==> config.mk <==
export PLATFORM = sky130hd
export DESIGN_NAME = traffic_phase_ctrl
export DESIGN_NICKNAME = d
export VERILOG_FILES = /design/src/rtl/traffic_phase_ctrl.sv
export SDC_FILE = /design/constraint.sdc
export NUM_CORES = 1
export LEC_CHECK = 0
export BUFFER_PORTS_ARGS = -buffer_cell sky130_fd_sc_hd__buf_4
export CELL_PAD_IN_SITES_DETAIL_PLACEMENT = 1
export CELL_PAD_IN_SITES_GLOBAL_PLACEMENT = 2
export CORE_MARGIN = 2
export CORE_UTILIZATION = 40
export DETAILED_ROUTE_END_ITERATION = 10
export MAX_ROUTING_LAYER = met4
export PLACE_DENSITY = 0.81
export SYNTH_ARGS = -nofsm -noshare
export SYNTH_HDL_FRONTEND = slang
export SYNTH_SLANG_ARGS = --single-unit
==> constraint.sdc <==
create_clock -name clk -period 3.4 [get_ports clk]
set_input_delay 0 -clock clk [delete_from_list [all_inputs] [get_ports clk]]
set_output_delay 0 -clock clk [all_outputs]
set_load 0.01 [all_outputs]
==> src/rtl/traffic_phase_ctrl.sv <==
// Main/side junction sequencer with pedestrian phase, latched requests and
// a flashing-amber fault mode. All outputs are registered.
module traffic_phase_ctrl #(
  parameter int unsigned TICK_DIV   = 50_000_000,
  parameter int unsigned CNT_W      = 8,
  parameter int unsigned T_GREEN_M  = 30,
  parameter int unsigned T_YELLOW   = 3,
  parameter int unsigned T_ALLRED   = 1,
  parameter int unsigned T_GREEN_S  = 15,
  parameter int unsigned T_WALK     = 10,
  parameter int unsigned FLASH_HALF = 1
) (
  input  logic       clk,
  input  logic       rst,
  input  logic       side_req,
  input  logic       walk_req,
  input  logic       flash_en,
  output logic [6:0] lights,
  output logic [2:0] phase,
  output logic       walk_ack
);

  localparam int unsigned PW = (TICK_DIV > 1) ? $clog2(TICK_DIV) : 1;
  localparam logic [PW-1:0] PrescMax = PW'(TICK_DIV - 1);

  // A programmed duration of zero behaves as one tick.
  function automatic logic [CNT_W-1:0] dur_of(input int unsigned t);
    return (t == 0) ? CNT_W'(1) : CNT_W'(t);
  endfunction

  localparam logic [CNT_W-1:0] DurGreenM = dur_of(T_GREEN_M);
  localparam logic [CNT_W-1:0] DurYellow = dur_of(T_YELLOW);
  localparam logic [CNT_W-1:0] DurAllRed = dur_of(T_ALLRED);
  localparam logic [CNT_W-1:0] DurGreenS = dur_of(T_GREEN_S);
  localparam logic [CNT_W-1:0] DurWalk   = dur_of(T_WALK);
  localparam logic [CNT_W-1:0] DurFlash  = dur_of(FLASH_HALF);

  typedef enum logic [2:0] {
    StMainGreen  = 3'd0,
    StMainYellow = 3'd1,
    StAllRed1    = 3'd2,
    StSideGreen  = 3'd3,
    StSideYellow = 3'd4,
    StAllRed2    = 3'd5,
    StWalk       = 3'd6,
    StFlash      = 3'd7
  } state_e;

  // Bit order {Rm, Ym, Gm, Rs, Ys, Gs, W}.
  function automatic logic [6:0] decode(input state_e st, input logic flash_on);
    case (st)
      StMainGreen:  return 7'b0011000;
      StMainYellow: return 7'b0101000;
      StAllRed1:    return 7'b1001000;
      StSideGreen:  return 7'b1000010;
      StSideYellow: return 7'b1000100;
      StAllRed2:    return 7'b1001000;
      StWalk:       return 7'b1001001;
      default:      return flash_on ? 7'b0100100 : 7'b0000000;
    endcase
  endfunction

  state_e           state_q, state_d;
  logic [PW-1:0]    presc_q, presc_d;
  logic [CNT_W-1:0] timer_q, timer_d;
  logic             flash_on_q, flash_on_d;
  logic             side_pend_q, side_pend_d;
  logic             walk_pend_q, walk_pend_d;
  logic [6:0]       lights_q;
  logic             walk_ack_q;
  logic [CNT_W-1:0] dur;
  logic             tick;
  logic             expire;
  logic             restart;

  assign tick = (presc_q == PrescMax);

  // Duration of the current phase; the timer saturates at it so that an
  // expired main green stays expired while it waits for a request.
  always_comb begin
    dur = DurAllRed;
    case (state_q)
      StMainGreen:                dur = DurGreenM;
      StMainYellow, StSideYellow: dur = DurYellow;
      StSideGreen:                dur = DurGreenS;
      StWalk:                     dur = DurWalk;
      StFlash:                    dur = DurFlash;
      default:                    dur = DurAllRed;
    endcase
  end

  // Expiry looks one tick ahead so the phase ends exactly on its last clock.
  assign expire = (timer_q == dur) || (tick && (timer_q == dur - CNT_W'(1)));

  // Next-state, flash toggle, timing and request latch logic.
  always_comb begin
    state_d    = state_q;
    flash_on_d = flash_on_q;
    restart    = 1'b0;
    case (state_q)
      StMainGreen:  if (expire && (side_pend_q || walk_pend_q)) state_d = StMainYellow;
      StMainYellow: if (expire) state_d = StAllRed1;
      StAllRed1:    if (expire) state_d = side_pend_q ? StSideGreen : StWalk;
      StSideGreen:  if (expire) state_d = StSideYellow;
      StSideYellow: if (expire) state_d = StAllRed2;
      StAllRed2:    if (expire) state_d = walk_pend_q ? StWalk : StMainGreen;
      StWalk:       if (expire) state_d = StMainGreen;
      default: begin
        if (!flash_en) begin
          state_d = StAllRed2;
        end else if (expire) begin
          flash_on_d = ~flash_on_q;
          restart    = 1'b1;
        end
      end
    endcase
    if (flash_en && (state_q != StFlash)) begin
      state_d    = StFlash;
      flash_on_d = 1'b1;
    end
    if (state_d != state_q) restart = 1'b1;

    presc_d = presc_q + PW'(1);
    timer_d = timer_q;
    if (restart) begin
      presc_d = '0;
      timer_d = '0;
    end else if (tick) begin
      presc_d = '0;
      if (timer_q != dur) timer_d = timer_q + CNT_W'(1);
    end

    // Entry into the serving state wins over a coincident request.
    side_pend_d = side_pend_q | side_req;
    if ((state_d == StSideGreen) && (state_q != StSideGreen)) side_pend_d = 1'b0;
    walk_pend_d = walk_pend_q | walk_req;
    if ((state_d == StWalk) && (state_q != StWalk)) walk_pend_d = 1'b0;
  end

  // State, timers, latches and registered outputs.
  always_ff @(posedge clk) begin
    if (rst) begin
      state_q     <= StAllRed2;
      presc_q     <= '0;
      timer_q     <= '0;
      flash_on_q  <= 1'b0;
      side_pend_q <= 1'b0;
      walk_pend_q <= 1'b0;
      lights_q    <= 7'b1001000;
      walk_ack_q  <= 1'b0;
    end else begin
      state_q     <= state_d;
      presc_q     <= presc_d;
      timer_q     <= timer_d;
      flash_on_q  <= flash_on_d;
      side_pend_q <= side_pend_d;
      walk_pend_q <= walk_pend_d;
      lights_q    <= decode(state_d, flash_on_d);
      walk_ack_q  <= ~walk_pend_q & walk_pend_d;
    end
  end

  assign lights   = lights_q;
  assign phase    = state_q;
  assign walk_ack = walk_ack_q;

endmodule

==> insert_results.sql <==
INSERT INTO impl_metrics (metric_group, metric, value, unit) VALUES
('synthesis', 'syn_inst', '352', ''),
('global_routing', 'grt-ovfl-total', '0', ''),
('cells_and_area', 'area.sequential', '961', 'um2'),
('cells_and_area', 'synthToLayoutAreaGrowth', '9.23', '%'),
('cells_and_area', 'layout_common_cells', 'sky130_fd_sc_hd__dfxtp_1, sky130_fd_sc_hd__nor2_1, sky130_fd_sc_hd__buf_4, sky130_fd_sc_hd__xnor2_1, sky130_fd_sc_hd__nand2_1', ''),
('synthesis', 'synth_area_per_cell', '9.40', 'um2'),
('floorplanning', 'design.portCount', '16', ''),
('timing', 'max_freq', '345', 'MHz'),
('timing', 'setup-tns-final', '0', 'ps'),
('clock_tree', 'ctsHoldBuffers', '1', ''),
('pwr', 'power_density_cells', '310', 'nW/um2'),
('clock_tree', 'cts_made_buffers', '5', ''),
('drt', 'routed_vias', '2768', ''),
('floorplanning', 'placementRows', '33', ''),
('drt', 'detail-route-antenna-nets', '0', ''),
('clock_tree', 'cts_sink_count', '48', ''),
('worst_setup_path', 'worstRegToRegCells', '7', ''),
('clock_tree', 'cts.path.max_buffers', '2', ''),
('worst_setup_path', 'path_max_fanout', '11', ''),
('cells_and_area', 'antenna-diode-count', '0', ''),
('worst_setup_path', 'timing_worst_setup_path_type', 'register to register', ''),
('pwr', 'finalPower', '1.12', 'mW'),
('worst_hold_path', 'whs_path_cells', '3', ''),
('cells_and_area', 'post_route_cells_drive_above_1_share', '0.262', ''),
('clock_tree', 'insertion_delay_of_the_later_clocked_pin_in_the_worst_skew_pair', '310', 'ps'),
('global_routing', 'largest_net_degree_at_the_start_of_global_routing', '35', ''),
('global_routing', 'grt_pass1_vias', '2812', ''),
('synthesis', 'postSynthRegisterBits', '48', ''),
('timing', 'slew_headroom', '0.568', ''),
('timing', 'final_min_period_over_clock_period', '0.852', ''),
('worst_setup_path', 'critical_path.cell_chain', 'or3b_1 -> a211oi_1 -> a311oi_4 -> o21a_4 -> o31ai_1 -> a21oi_1 -> a2111oi_2', ''),
('synthesis', 'yosysSeqAreaShare', '0.290', ''),
('placement', 'hpwlAfterDp', '5890', 'um'),
('worst_setup_path', 'arrival', '3100', 'ps'),
('global_routing', 'antenna_violations_before_repair', '0', ''),
('synthesis', 'synth-edff-count', '0', ''),
('floorplanning', 'initial_utilization', '0.407', ''),
('timing', 'slew_violations', '0', ''),
('clock_tree', 'root_buf_cell', 'sky130_fd_sc_hd__clkbuf_8', ''),
('status', 'outcome', 'finished, final reports clean', ''),
('global_routing', 'grt_first_pass_wirelength', '14300', 'um'),
('worst_setup_path', 'worstSetupEndpointType', 'register', ''),
('job', 'maxCapViolCount', '0', ''),
('floorplanning', 'die_h', '95.0', 'um'),
('synthesis', 'yosys_warnings', '0', ''),
('synthesis', 'post_synth_instance_area', '3310', 'um2'),
('placement', 'place.gp.congestion', '0.926', ''),
('floorplanning', 'floorplan.die.width', '95.0', 'um'),
('timing', 'rsz0062_at_grt', 'false', ''),
('worst_setup_path', 'cpPeakStageDelay', '590', 'ps'),
('synthesis', 'post_synth_num_cell_types', '76', ''),
('cells_and_area', 'final_common_cell', 'sky130_fd_sc_hd__dfxtp_1', ''),
('synthesis', 'synth-async-reset-ratio', '0', ''),
('timing', 'worst_slew_pin_slew', '641', 'ps'),
('synthesis', 'synthFlopType', 'sky130_fd_sc_hd__dfxtp_1', ''),
('worst_setup_path', 'crit_path_launch_type', 'register', ''),
('floorplanning', 'placeableCoreArea', '8130', 'um2'),
('timing', 'min_period', '2900', 'ps'),
('worst_setup_path', 'critPathRequiredTime', '3600', 'ps'),
('cells_and_area', 'multi_input_logic_area', '2150', 'um2'),
('drt', 'routedWlPerCell', '18.1', 'um'),
('clock_tree', 'worst_setup_hold_path_clk_slew', '90', 'ps'),
('timing', 'worst_clk_skew', '10.1', 'ps'),
('drt', 'drtPass1Iterations', '4', ''),
('cells_and_area', 'fin_nets', '369', ''),
('pwr', 'cellLeakagePower', '1.20', 'nW'),
('worst_setup_path', 'cpMaxStageDelayCell', 'sky130_fd_sc_hd__dfxtp_1', ''),
('timing', 'setup-violations-final', '0', ''),
('clock_tree', 'post-cts-setup-buffer-count', '0', ''),
('clock_tree', 'clock_tree_from_tritoncts', 'yes', ''),
('drt', 'drt-initial-drc-count', '102', '');
[sequential cells by signal, summed over array words and instances (netlist names)]
signal / flops
walk_pend_q: 1
phase: 3
lights: 7
side_pend_q: 1
walk_ack: 1
flash_on_q: 1
presc_q: 26
timer_q: 8
[layout make-up]
| type | instances | share of cell area |
|---|---|---|
| repair buffers | 27 | 0.0602 |
| clock buffers | 6 | 0.0201 |
| inverters | 13 | 0.0135 |
| multi-input cells | 267 | 0.594 |
| clock inverters | 2 | 0.00969 |
| flip-flops and latches | 48 | 0.266 |
| well taps | 105 | 0.0363 |
[metrics by stage]
step | cells | util | setup slack, ps | instance area [um2]
floorplan | 352 | - | 891 | 3310
global placement | 459 | 0.430 | 637 | 3500
detailed placement | 459 | 0.430 | 535 | 3500
CTS | 468 | 0.444 | 509 | 3610
global route | 468 | 0.444 | 261 | 3610
finish | 468 | 0.444 | 502 | 3610
[Yosys cell counts, types with 6 or more instances]
master / number / area, um2
sky130_fd_sc_hd__xnor2_1: 20 / 175
sky130_fd_sc_hd__clkbuf_1: 8 / 30.0
sky130_fd_sc_hd__inv_1: 11 / 41.3
sky130_fd_sc_hd__buf_6: 7 / 78.8
sky130_fd_sc_hd__dfxtp_1: 48 / 961
sky130_fd_sc_hd__nor3_1: 9 / 45.0
sky130_fd_sc_hd__o21ai_0: 6 / 30.0
sky130_fd_sc_hd__nor4_2: 15 / 188
sky130_fd_sc_hd__nand3_1: 17 / 85.1
sky130_fd_sc_hd__nor4_1: 11 / 68.8
sky130_fd_sc_hd__buf_2: 8 / 40.0
sky130_fd_sc_hd__xor2_1: 10 / 87.6
sky130_fd_sc_hd__nand2_1: 18 / 67.6
sky130_fd_sc_hd__nor2_1: 28 / 105
sky130_fd_sc_hd__o2111ai_1: 16 / 140
sky130_fd_sc_hd__nor3_2: 16 / 160
sky130_fd_sc_hd__a21oi_1: 11 / 55.1
[routing by layer]
layer / up-vias / share of wire / wire length (um) / GRT usage
met4: 0 / 0.012 / 100 / 0.0556
met5: - / 0 / 0 / -
li1: 1358 / - / - / -
met2: 25 / 0.47 / 3960 / 0.332
met1: 1377 / 0.50 / 4230 / 0.269
met3: 8 / 0.020 / 171 / 0.0303
[logic make-up after synthesis]
group                      share of synthesized area
DFF                                            0.290
xor gates and xnor gates                      0.0794
adders and majority gates                    0.00756
AOI/OAI and AO/OA                              0.223
buffers and inverters                         0.0620
and+or+nand+nor                                0.332
muxes                                        0.00605
[final timing paths]
path / from / to / slack (ps)
worst min-delay path: walk_req / walk_pend_q$_SDFF_PP0_ / 30
worst max-delay path: phase[1]$_SDFF_PP0_ / walk_pend_q$_SDFF_PP0_ / 500
worst min register to register: flash_on_q$_SDFF_PP0_ / flash_on_q$_SDFF_PP0_ / 490
worst max register to register: phase[1]$_SDFF_PP0_ / walk_pend_q$_SDFF_PP0_ / 500
[power breakdown]
group	total (mW)	leakage (nW)	switching, mW	internal [mW]
clock network	0.413	0.0552	0.195	0.219
logic	0.126	0.751	0.0817	0.0445
registers	0.582	0.390	0.00969	0.572
[critical path, delay by kind of cell (launching register included)]
family / cells / cell delay [ps]
simple gates: 1 / 390
flops: 1 / 590
compound gates: 6 / 1810
(Power assumes the default switching activity.)
